===== src/rtl/mc_ctrl_pkg.sv =====
// Shared encodings for the multi-cycle control unit: opcodes, functs, states,
// datapath select codes and the decoded-instruction payload.
package mc_ctrl_pkg;

    localparam int unsigned OPW    = 6;
    localparam int unsigned ALUOPW = 3;
    localparam int unsigned STW    = 3;

    localparam logic [OPW-1:0] OP_RTYPE = 6'b000000;
    localparam logic [OPW-1:0] OP_BLTZ  = 6'b000001;
    localparam logic [OPW-1:0] OP_J     = 6'b000010;
    localparam logic [OPW-1:0] OP_JAL   = 6'b000011;
    localparam logic [OPW-1:0] OP_BEQ   = 6'b000100;
    localparam logic [OPW-1:0] OP_BNE   = 6'b000101;
    localparam logic [OPW-1:0] OP_ADDI  = 6'b001000;
    localparam logic [OPW-1:0] OP_SLTI  = 6'b001010;
    localparam logic [OPW-1:0] OP_ORI   = 6'b001101;
    localparam logic [OPW-1:0] OP_LW    = 6'b100011;
    localparam logic [OPW-1:0] OP_SW    = 6'b101011;
    localparam logic [OPW-1:0] OP_HALT  = 6'b111111;

    localparam logic [OPW-1:0] FN_SLL = 6'b000000;
    localparam logic [OPW-1:0] FN_JR  = 6'b001000;
    localparam logic [OPW-1:0] FN_ADD = 6'b100000;
    localparam logic [OPW-1:0] FN_SUB = 6'b100010;
    localparam logic [OPW-1:0] FN_AND = 6'b100100;
    localparam logic [OPW-1:0] FN_OR  = 6'b100101;
    localparam logic [OPW-1:0] FN_SLT = 6'b101010;

    typedef enum logic [STW-1:0] {
        S_IF   = 3'b000,
        S_ID   = 3'b001,
        S_EXE  = 3'b010,
        S_MEM  = 3'b011,
        S_WB   = 3'b100,
        S_HALT = 3'b111
    } state_t;

    // ALU_SLL is an extension code beyond the five arithmetic/logic ops.
    localparam logic [ALUOPW-1:0] ALU_ADD = 3'b000;
    localparam logic [ALUOPW-1:0] ALU_SUB = 3'b001;
    localparam logic [ALUOPW-1:0] ALU_AND = 3'b010;
    localparam logic [ALUOPW-1:0] ALU_OR  = 3'b011;
    localparam logic [ALUOPW-1:0] ALU_SLT = 3'b100;
    localparam logic [ALUOPW-1:0] ALU_SLL = 3'b101;

    localparam logic [1:0] PC_SEQ = 2'd0;
    localparam logic [1:0] PC_BR  = 2'd1;
    localparam logic [1:0] PC_RS  = 2'd2;
    localparam logic [1:0] PC_JMP = 2'd3;

    localparam logic [1:0] RD_RT = 2'd0;
    localparam logic [1:0] RD_RD = 2'd1;
    localparam logic [1:0] RD_RA = 2'd2;

    // Sub-kind within a class: jump 0=j 1=jal 2=jr; branch 0=beq 1=bne 2=bltz;
    // rtype 1=sll; itype 1=zero-extended immediate.
    localparam logic [1:0] SUB_0 = 2'd0;
    localparam logic [1:0] SUB_1 = 2'd1;
    localparam logic [1:0] SUB_2 = 2'd2;

    typedef struct packed {
        logic rtype;
        logic itype;
        logic load;
        logic store;
        logic branch;
        logic jump;
        logic halt;
        logic illegal;
    } cls_t;

    typedef struct packed {
        cls_t              cls;
        logic [1:0]        sub;
        logic [ALUOPW-1:0] alu_op;
    } dec_t;

endpackage


===== src/rtl/mc_ctrl_decode.sv =====
// Combinational opcode/funct decoder: instruction class one-hot, sub-kind and ALU op.
module mc_ctrl_decode
    import mc_ctrl_pkg::*;
(
    input  logic [OPW-1:0] i_opcode,
    input  logic [OPW-1:0] i_funct,
    output dec_t           o_dec
);

    always_comb begin
        o_dec        = '0;
        o_dec.alu_op = ALU_ADD;
        case (i_opcode)
            OP_RTYPE: begin
                o_dec.cls.rtype = 1'b1;
                case (i_funct)
                    FN_ADD: o_dec.alu_op = ALU_ADD;
                    FN_SUB: o_dec.alu_op = ALU_SUB;
                    FN_AND: o_dec.alu_op = ALU_AND;
                    FN_OR:  o_dec.alu_op = ALU_OR;
                    FN_SLT: o_dec.alu_op = ALU_SLT;
                    FN_SLL: begin
                        o_dec.alu_op = ALU_SLL;
                        o_dec.sub    = SUB_1;
                    end
                    FN_JR: begin
                        o_dec.cls.rtype = 1'b0;
                        o_dec.cls.jump  = 1'b1;
                        o_dec.sub       = SUB_2;
                    end
                    default: begin
                        o_dec.cls.rtype   = 1'b0;
                        o_dec.cls.illegal = 1'b1;
                    end
                endcase
            end
            OP_ADDI: o_dec.cls.itype = 1'b1;
            OP_ORI: begin
                o_dec.cls.itype = 1'b1;
                o_dec.alu_op    = ALU_OR;
                o_dec.sub       = SUB_1;
            end
            OP_SLTI: begin
                o_dec.cls.itype = 1'b1;
                o_dec.alu_op    = ALU_SLT;
            end
            OP_LW:  o_dec.cls.load  = 1'b1;
            OP_SW:  o_dec.cls.store = 1'b1;
            OP_BEQ: begin
                o_dec.cls.branch = 1'b1;
                o_dec.alu_op     = ALU_SUB;
            end
            OP_BNE: begin
                o_dec.cls.branch = 1'b1;
                o_dec.alu_op     = ALU_SUB;
                o_dec.sub        = SUB_1;
            end
            OP_BLTZ: begin
                o_dec.cls.branch = 1'b1;
                o_dec.alu_op     = ALU_SUB;
                o_dec.sub        = SUB_2;
            end
            OP_J:    o_dec.cls.jump = 1'b1;
            OP_JAL: begin
                o_dec.cls.jump = 1'b1;
                o_dec.sub      = SUB_1;
            end
            OP_HALT: o_dec.cls.halt    = 1'b1;
            default: o_dec.cls.illegal = 1'b1;
        endcase
    end

endmodule


===== src/rtl/mc_ctrl_fsm.sv =====
// Multi-cycle MIPS-subset control FSM (IF/ID/EXE/MEM/WB/HALT).
// ILLEGAL_OP_TRAP_EN: illegal instructions trap to HALT and raise illop.
module mc_ctrl_fsm
    import mc_ctrl_pkg::*;
(
    input  logic              CLK,
    input  logic              Rst,
    input  logic [OPW-1:0]    opcode,
    input  logic [OPW-1:0]    funct,
    input  logic              zero,
    input  logic              sign,
    output logic              PCWre,
    output logic [1:0]        PCSrc,
    output logic              IRWre,
    output logic [ALUOPW-1:0] ALUOp,
    output logic              ALUSrcA,
    output logic              ALUSrcB,
    output logic              ExtSel,
    output logic              RegWre,
    output logic [1:0]        RegDst,
    output logic              WrRegDSrc,
    output logic              DBDataSrc,
    output logic              mRD,
    output logic              mWR,
    output logic [STW-1:0]    state,
`ifdef ILLEGAL_OP_TRAP_EN
    output logic              illop,
`endif
    output logic              halted
);

    state_t r_state;
    state_t w_next;
    dec_t   w_dec;
    logic   w_taken;

    mc_ctrl_decode u_decode (
        .i_opcode (opcode),
        .i_funct  (funct),
        .o_dec    (w_dec)
    );

    always_ff @(posedge CLK) begin
        if (Rst) r_state <= S_IF;
        else     r_state <= w_next;
    end

    assign state = r_state;

`ifdef ILLEGAL_OP_TRAP_EN
    logic r_illop;

    // Sticky trap flag; only reset clears it.
    always_ff @(posedge CLK) begin
        if (Rst)                                     r_illop <= 1'b0;
        else if (r_state == S_ID && w_dec.cls.illegal) r_illop <= 1'b1;
    end

    assign illop = r_illop & ~Rst;
`endif

    always_comb begin
        case (w_dec.sub)
            SUB_0:   w_taken = zero;
            SUB_1:   w_taken = ~zero;
            SUB_2:   w_taken = sign;
            default: w_taken = 1'b0;
        endcase
    end

    // Next state and Moore/Mealy controls; everything idles at 0 under reset.
    always_comb begin
        w_next    = r_state;
        PCWre     = 1'b0;
        PCSrc     = PC_SEQ;
        IRWre     = 1'b0;
        ALUOp     = ALU_ADD;
        ALUSrcA   = 1'b0;
        ALUSrcB   = 1'b0;
        ExtSel    = 1'b0;
        RegWre    = 1'b0;
        RegDst    = RD_RT;
        WrRegDSrc = 1'b0;
        DBDataSrc = 1'b0;
        mRD       = 1'b0;
        mWR       = 1'b0;
        halted    = 1'b0;
        if (Rst) begin
            w_next = S_IF;
        end else begin
            case (r_state)
                S_IF: begin
                    IRWre  = 1'b1;
                    w_next = S_ID;
                end
                S_ID: begin
                    if (w_dec.cls.jump) begin
                        PCWre  = 1'b1;
                        PCSrc  = (w_dec.sub == SUB_2) ? PC_RS : PC_JMP;
                        if (w_dec.sub == SUB_1) begin
                            RegWre = 1'b1;
                            RegDst = RD_RA;
                        end
                        w_next = S_IF;
                    end else if (w_dec.cls.halt) begin
                        w_next = S_HALT;
                    end else if (w_dec.cls.illegal) begin
`ifdef ILLEGAL_OP_TRAP_EN
                        w_next = S_HALT;
`else
                        PCWre  = 1'b1;
                        w_next = S_IF;
`endif
                    end else begin
                        w_next = S_EXE;
                    end
                end
                S_EXE: begin
                    ALUOp = w_dec.alu_op;
                    if (w_dec.cls.rtype) begin
                        ALUSrcA = (w_dec.sub == SUB_1);
                        w_next  = S_WB;
                    end else if (w_dec.cls.itype) begin
                        ALUSrcB = 1'b1;
                        ExtSel  = (w_dec.sub != SUB_1);
                        w_next  = S_WB;
                    end else if (w_dec.cls.load || w_dec.cls.store) begin
                        ALUSrcB = 1'b1;
                        ExtSel  = 1'b1;
                        w_next  = S_MEM;
                    end else if (w_dec.cls.branch) begin
                        PCWre  = 1'b1;
                        PCSrc  = w_taken ? PC_BR : PC_SEQ;
                        w_next = S_IF;
                    end else begin
                        w_next = S_IF;
                    end
                end
                S_MEM: begin
                    if (w_dec.cls.load) begin
                        mRD    = 1'b1;
                        w_next = S_WB;
                    end else begin
                        mWR    = 1'b1;
                        PCWre  = 1'b1;
                        w_next = S_IF;
                    end
                end
                S_WB: begin
                    RegWre    = 1'b1;
                    RegDst    = w_dec.cls.rtype ? RD_RD : RD_RT;
                    WrRegDSrc = 1'b1;
                    DBDataSrc = w_dec.cls.load;
                    PCWre     = 1'b1;
                    w_next    = S_IF;
                end
                S_HALT: begin
                    halted = 1'b1;
                    w_next = S_HALT;
                end
                default: w_next = S_IF;
            endcase
        end
    end

endmodule


===== config.mk =====
export PLATFORM = sky130hd
export DESIGN_NAME = mc_ctrl_fsm
export DESIGN_NICKNAME = d
export VERILOG_FILES = /design/src/rtl/mc_ctrl_pkg.sv /design/src/rtl/mc_ctrl_decode.sv /design/src/rtl/mc_ctrl_fsm.sv
export SDC_FILE = /design/constraint.sdc
export NUM_CORES = 1
export LEC_CHECK = 0
export CORE_MARGIN = 2
export CORE_UTILIZATION = 30
export DETAILED_ROUTE_END_ITERATION = 6
export REMOVE_ABC_BUFFERS = 1
export SYNTH_ARGS = -nofsm -noshare
export SYNTH_HDL_FRONTEND = slang
export SYNTH_SLANG_ARGS = --single-unit

===== constraint.sdc =====
create_clock -name CLK -period 2.6 [get_ports CLK]
set_input_delay 0.26 -clock CLK [delete_from_list [all_inputs] [get_ports CLK]]
set_output_delay 0.26 -clock CLK [all_outputs]
set_load 0.005 [all_outputs]

Yosys cells after proc, flatten, opt, wreduce, memory -nomap -nowiden
Cells that the tools add are included.
Cells by class
  bitwise operators: 1
  reduce and logical (&&, ||, !) cells: 12
  muxes and demuxes: 79
  equal/unequal tests: 25
Operator list (number)
  two-way mux 1 bit: 53
  == test 6 bit, second input constant: 8
  case mux 3 bit (5 select lines): 2
  == test 6 x 4 -> 1 bit, second input constant: 4
  two-way mux 3 bit: 7
  two-way mux 2 bit: 7
  == test 6 x 2 -> 1 bit, second input constant: 2
  == test 6 x 3 -> 1 bit, second input constant: 2
  zero test 6 bit: 2
  case mux 2 bit (2 select lines): 3
  case mux 3 bit (4 select lines): 1
  OR reduction 11 bit: 1
  OR reduction 3 bit: 3
  OR reduction 7 bit: 1
  == test 3 x 2 -> 1 bit, second input constant: 2
  == test 3 bit, second input constant: 2
  == test 6 x 1 -> 1 bit, second input constant: 1
  case mux 1 bit (2 select lines): 3
  case mux 2 bit (3 select lines): 1
  OR reduction 6 bit: 1
  case mux 1 bit (4 select lines): 1
  == test 3 x 1 -> 1 bit, second input constant: 1
  zero test 3 bit: 1
  case mux 1 bit (3 select lines): 1
  7 further kinds: 7
Word-level totals
  output and inout port bits: 21
  word-level logic and storage cells: 118
  register bits: 3
  input port bits: 16

Longest topological paths before layout
  depth in word-level cells: 12
  mapped depth: 6

By module
Synthesis repeated with hierarchy kept, for this count alone.
Second synthesis, totals
  cell total of the unflattened synthesis: 130
  area total of the unflattened synthesis: 849.6 um^2
By module, submodules not included
  mc_ctrl_fsm: cells an instance 70, seq. area each 60.1 um^2, area an instance 498.0 um^2, times used 1
  mc_ctrl_decode: cells an instance 60, seq. area each 0.0 um^2, area an instance 351.6 um^2, times used 1

Worst setup path after synthesis
No wires, ideal clock.
  kind: input port to output port
  start: input port opcode[1]
  end: output port ALUSrcA
  arrival time: 1.704 ns
  cell stages on the path: 5
  setup slack: 0.636 ns
  required time: 2.340 ns
  cells stage by stage: buf_6 > or4_4 > or4_4 > nor2_1 > and4b_1
Between the ends
  cells in the longest elaborated chain, start to end: 7
  elaborated cells between the ends (all ways): 12
Ends and longest elaborated chain
  from (decl): line mc_ctrl_fsm.sv:8  | input logic [OPW-1:0] opcode,
  == test 6 x 4 -> 1 bit, or another cell as far along: line mc_ctrl_decode.sv:13  | case (i_opcode)
  OR reduction 3 bit (no source line)
  case mux 2 bit (3 select lines): line mc_ctrl_decode.sv:13
  == test 2 x 1 -> 1 bit: line mc_ctrl_fsm.sv:121  | ALUSrcA = (w_dec.sub == SUB_1);
  two-way mux 1 bit *: line mc_ctrl_fsm.sv:120  | if (w_dec.cls.rtype) begin
  two-way mux 1 bit *: line mc_ctrl_fsm.sv:91  | case (r_state)
  two-way mux 1 bit *: line mc_ctrl_fsm.sv:88  | if (Rst) begin
  to (decl): line mc_ctrl_fsm.sv:16  | output logic ALUSrcA,
Mark *: on every way between the ends. The rest lies on a longest branch, timed or not.

Final worst setup path
  start: input port opcode[5]
  end: output port PCWre
Between the ends
  cells in the longest elaborated chain, start to end: 9
  elaborated cells between the ends (all ways): 35
Ends and longest elaborated chain
  branches (longest 7 deep; another with OR reduction 11 bit)
  case mux 1 bit (4 select lines) *: line mc_ctrl_fsm.sv:91
  two-way mux 1 bit *: line mc_ctrl_fsm.sv:88
  to (decl): line mc_ctrl_fsm.sv:12  | output logic PCWre,
Every way passes the cells marked *.

==> flow_metrics.py <==
metrics = {
    "run_status": {
        "status": "completed",
    },
    "worst_setup_path": {
        "timing.critical_path.arrival_ns": 2.29,
        "worstSetupStartpointType": "input pin",
        "rrSetupSlack_ns": 1.18,
        "worstSetupStartpoint": "opcode[5]",
        "timing.rr.start": "state[1]",
        "required_ns": 2.34,
        "timing.setup.critical_path_class": "in -> out",
        "cp-endpoint": "PCWre",
        "r2r_end": "state[2]",
        "critPathMaxFanout": 3,
        "reg2reg_depth": 3,
        "cp-end-kind": "output pin",
    },
    "global_route": {
        "grt_pass1_wl_um": 3950,
        "grt_use_total": 0.176,
        "grt_max_degree": 17,
        "antenna_found_initial": 0,
        "grt-ovfl-total": 0,
        "grt_pass1_vias": 906,
    },
    "timing": {
        "hold_ws_ns": 0.656,
        "fin_skew_ns": 0.00276,
        "max_freq_mhz": 392,
        "setup_tns_ns": 0,
        "hold_viol": 0,
        "slew_viol_final": 0,
        "fin_ws_ns": 0.0459,
        "post-route-min-period_ns": 2.55,
        "tightest_slew_ns": 0.441,
        "finalCritPeriodShare": 0.982,
        "setup_viol": 0,
        "maxSlewHeadroom": 0.705,
    },
    "finish": {
        "fin_nets": 195,
        "largest_reg_flops": 3,
        "ff_latch_area_um2": 60.1,
        "fill_cells": 254,
        "num_antenna_cells": 0,
        "design_area_um2": 1320,
        "final_cell_mix": "clkdlybuf4s50_1 (24), nor2_1 (20), buf_4 (20), nor3_1 (11), a21oi_1 (10)",
        "multi_input_area_um2": 663,
        "utilization": 0.544,
        "area_delta_synth_final_pct": 74.9,
        "drive_gt1_frac": 0.208,
        "final_common_cell": "clkdlybuf4s50_1",
    },
    "clocking": {
        "path_clk_slew_ns": 0.04,
        "cts_hold_buf": 0,
        "cts_sinks": 3,
        "htree_levels": 1,
        "numCtsBuffers": 3,
        "postCtsSetupBuffers": 0,
        "clk_latency_ns": 0.24,
        "clk_path_buf_depth": 2,
        "ctsRootBufferMaster": "clkbuf_4",
        "cts_tree": "built",
        "ctsResizeCount": 12,
    },
    "placement": {
        "place_congestion": 0.839,
        "hpwl_um": 2100,
        "pre_cts_slack_ns": -0.218,
        "numPortBuffers": 36,
        "place_area_um2": 1270,
    },
    "die": {
        "row_count": 18,
        "core_region_area_um2": 2430,
        "dieArea_um2": 2940,
        "initial_core_util": 0.311,
        "die_w_um": 54.2,
        "ios": 37,
        "fp.dieH_um": 54.2,
    },
    "synthesis": {
        "ys_seq_area_frac": 0.0793,
        "synth_area_per_cell_um2": 5.96,
        "netlist_area_um2": 757,
        "synth_cells": 127,
        "yosysWarnings": 0,
        "ys_ff_latch": 3,
        "synth.distinct_cells": 33,
    },
    "job": {
        "cap_violations": 0,
    },
    "drt": {
        "first_pass_iters": 4,
        "vias": 1115,
        "drcViolationCount": 0,
        "ant_nets": 0,
        "drt-initial-drc-count": 29,
        "avgViaCountPerCell": 5.36,
        "wl_per_cell_um": 12.6,
        "routed_wl_um": 2630,
    },
    "power_and_ir_drop": {
        "p_sw_frac": 0.343,
        "clkPwrFrac": 0.327,
        "internal_power_mw": 0.169,
        "p_leak_nw": 0.548,
        "switchingPower_mw": 0.0883,
        "p_seq_frac": 0.204,
        "share_comb_of_total_power": 0.468,
        "power_density_nw_per_um2": 194,
        "ir_drop_mv": 0.172,
    },
    "worst_hold_path": {
        "hp-class": "reg -> reg",
    },
}
[cell usage after synthesis (all sizes together)]
cell type,number,share of area
o31a,1,0.012
nor3,13,0.086
and4b,1,0.013
o21a,2,0.020
or3b,1,0.012
a31oi,1,0.0083
nand3b,4,0.040
inv,4,0.020
or2,4,0.033
nand2,6,0.030
nand3,4,0.026
nor4,5,0.041
buf,1,0.015
o221ai,2,0.031
clkbuf,9,0.045
dfxtp,3,0.079
nand2b,5,0.041
and2,1,0.0083
and3,1,0.0083
a32oi,1,0.012
a21oi,10,0.066
nor2b,3,0.025
a21o,1,0.0099
or4,3,0.040
or3,4,0.033
a32o,1,0.013
mux2,1,0.015
o32ai,1,0.012
nor2,21,0.10
a211oi,5,0.050
o21ai,8,0.053
[worst max-delay path, stage by stage]
cell             delay (ns)
clkdlybuf4s50_1        0.45
or4_4                  0.50
or4_4                  0.45
a21o_1                 0.21
o221ai_1               0.08
o21ai_1                0.08
dlygate4sd2_1          0.26
[stage by stage]
| step | cells | total power [mW] |
|---|---|---|
| floorplan | 117 | 0.0924 |
| global placement | 204 | 0.170 |
| detailed placement | 204 | 0.171 |
| CTS | 208 | 0.257 |
| global route | 208 | 0.277 |
| finish | 208 | 0.257 |
[power groups by stage]
stage	sequential, mW	clock (mW)	combinational, mW
3_3_place_gp	0.0531	0	0.117
4_1_cts	0.0524	0.0864	0.118
5_1_grt	0.0528	0.0923	0.132
6_report	0.0526	0.0842	0.121
2_1_floorplan	0.0523	0	0.0402
3_5_place_dp	0.0531	0	0.117
[metal layers]
| metal | track usage | wire, um |
|---|---|---|
| met3 | 0.0164 | 101 |
| met5 | 0 | 0 |
| met4 | 0.0125 | 0 |
| met2 | 0.293 | 1270 |
| met1 | 0.255 | 1260 |
[cells by family (layout without fill, tap and decap cells)]
logic type | Yosys count | after routing | share of synthesized area
AOI/OAI and AO/OA | 33 | 33 | 0.286
buffers and inverters | 14 | 65 | 0.0793
DFF | 3 | 3 | 0.0793
muxes | 1 | 1 | 0.0149
and+or+nand+nor | 76 | 76 | 0.541
[worst min-delay path by stage]
stage	startpoint	end	depth (start not counted)
2_1_floorplan	Rst	state[0]	1
3_3_place_gp	state[0]	state[2]	2
3_5_place_dp	state[0]	state[2]	2
4_1_cts	state[0]	state[2]	2
5_1_grt	state[0]	state[2]	2
6_report	state[0]	state[2]	2
[cell type report]
| type | instances | share of cell area |
|---|---|---|
| multi-input combinational | 110 | 0.501 |
| timing repair buffer | 57 | 0.394 |
| tap | 30 | 0.0284 |
| sequential | 3 | 0.0454 |
| clock buffer | 4 | 0.0198 |
| inverter | 4 | 0.0113 |
(Power assumes the default switching activity.)
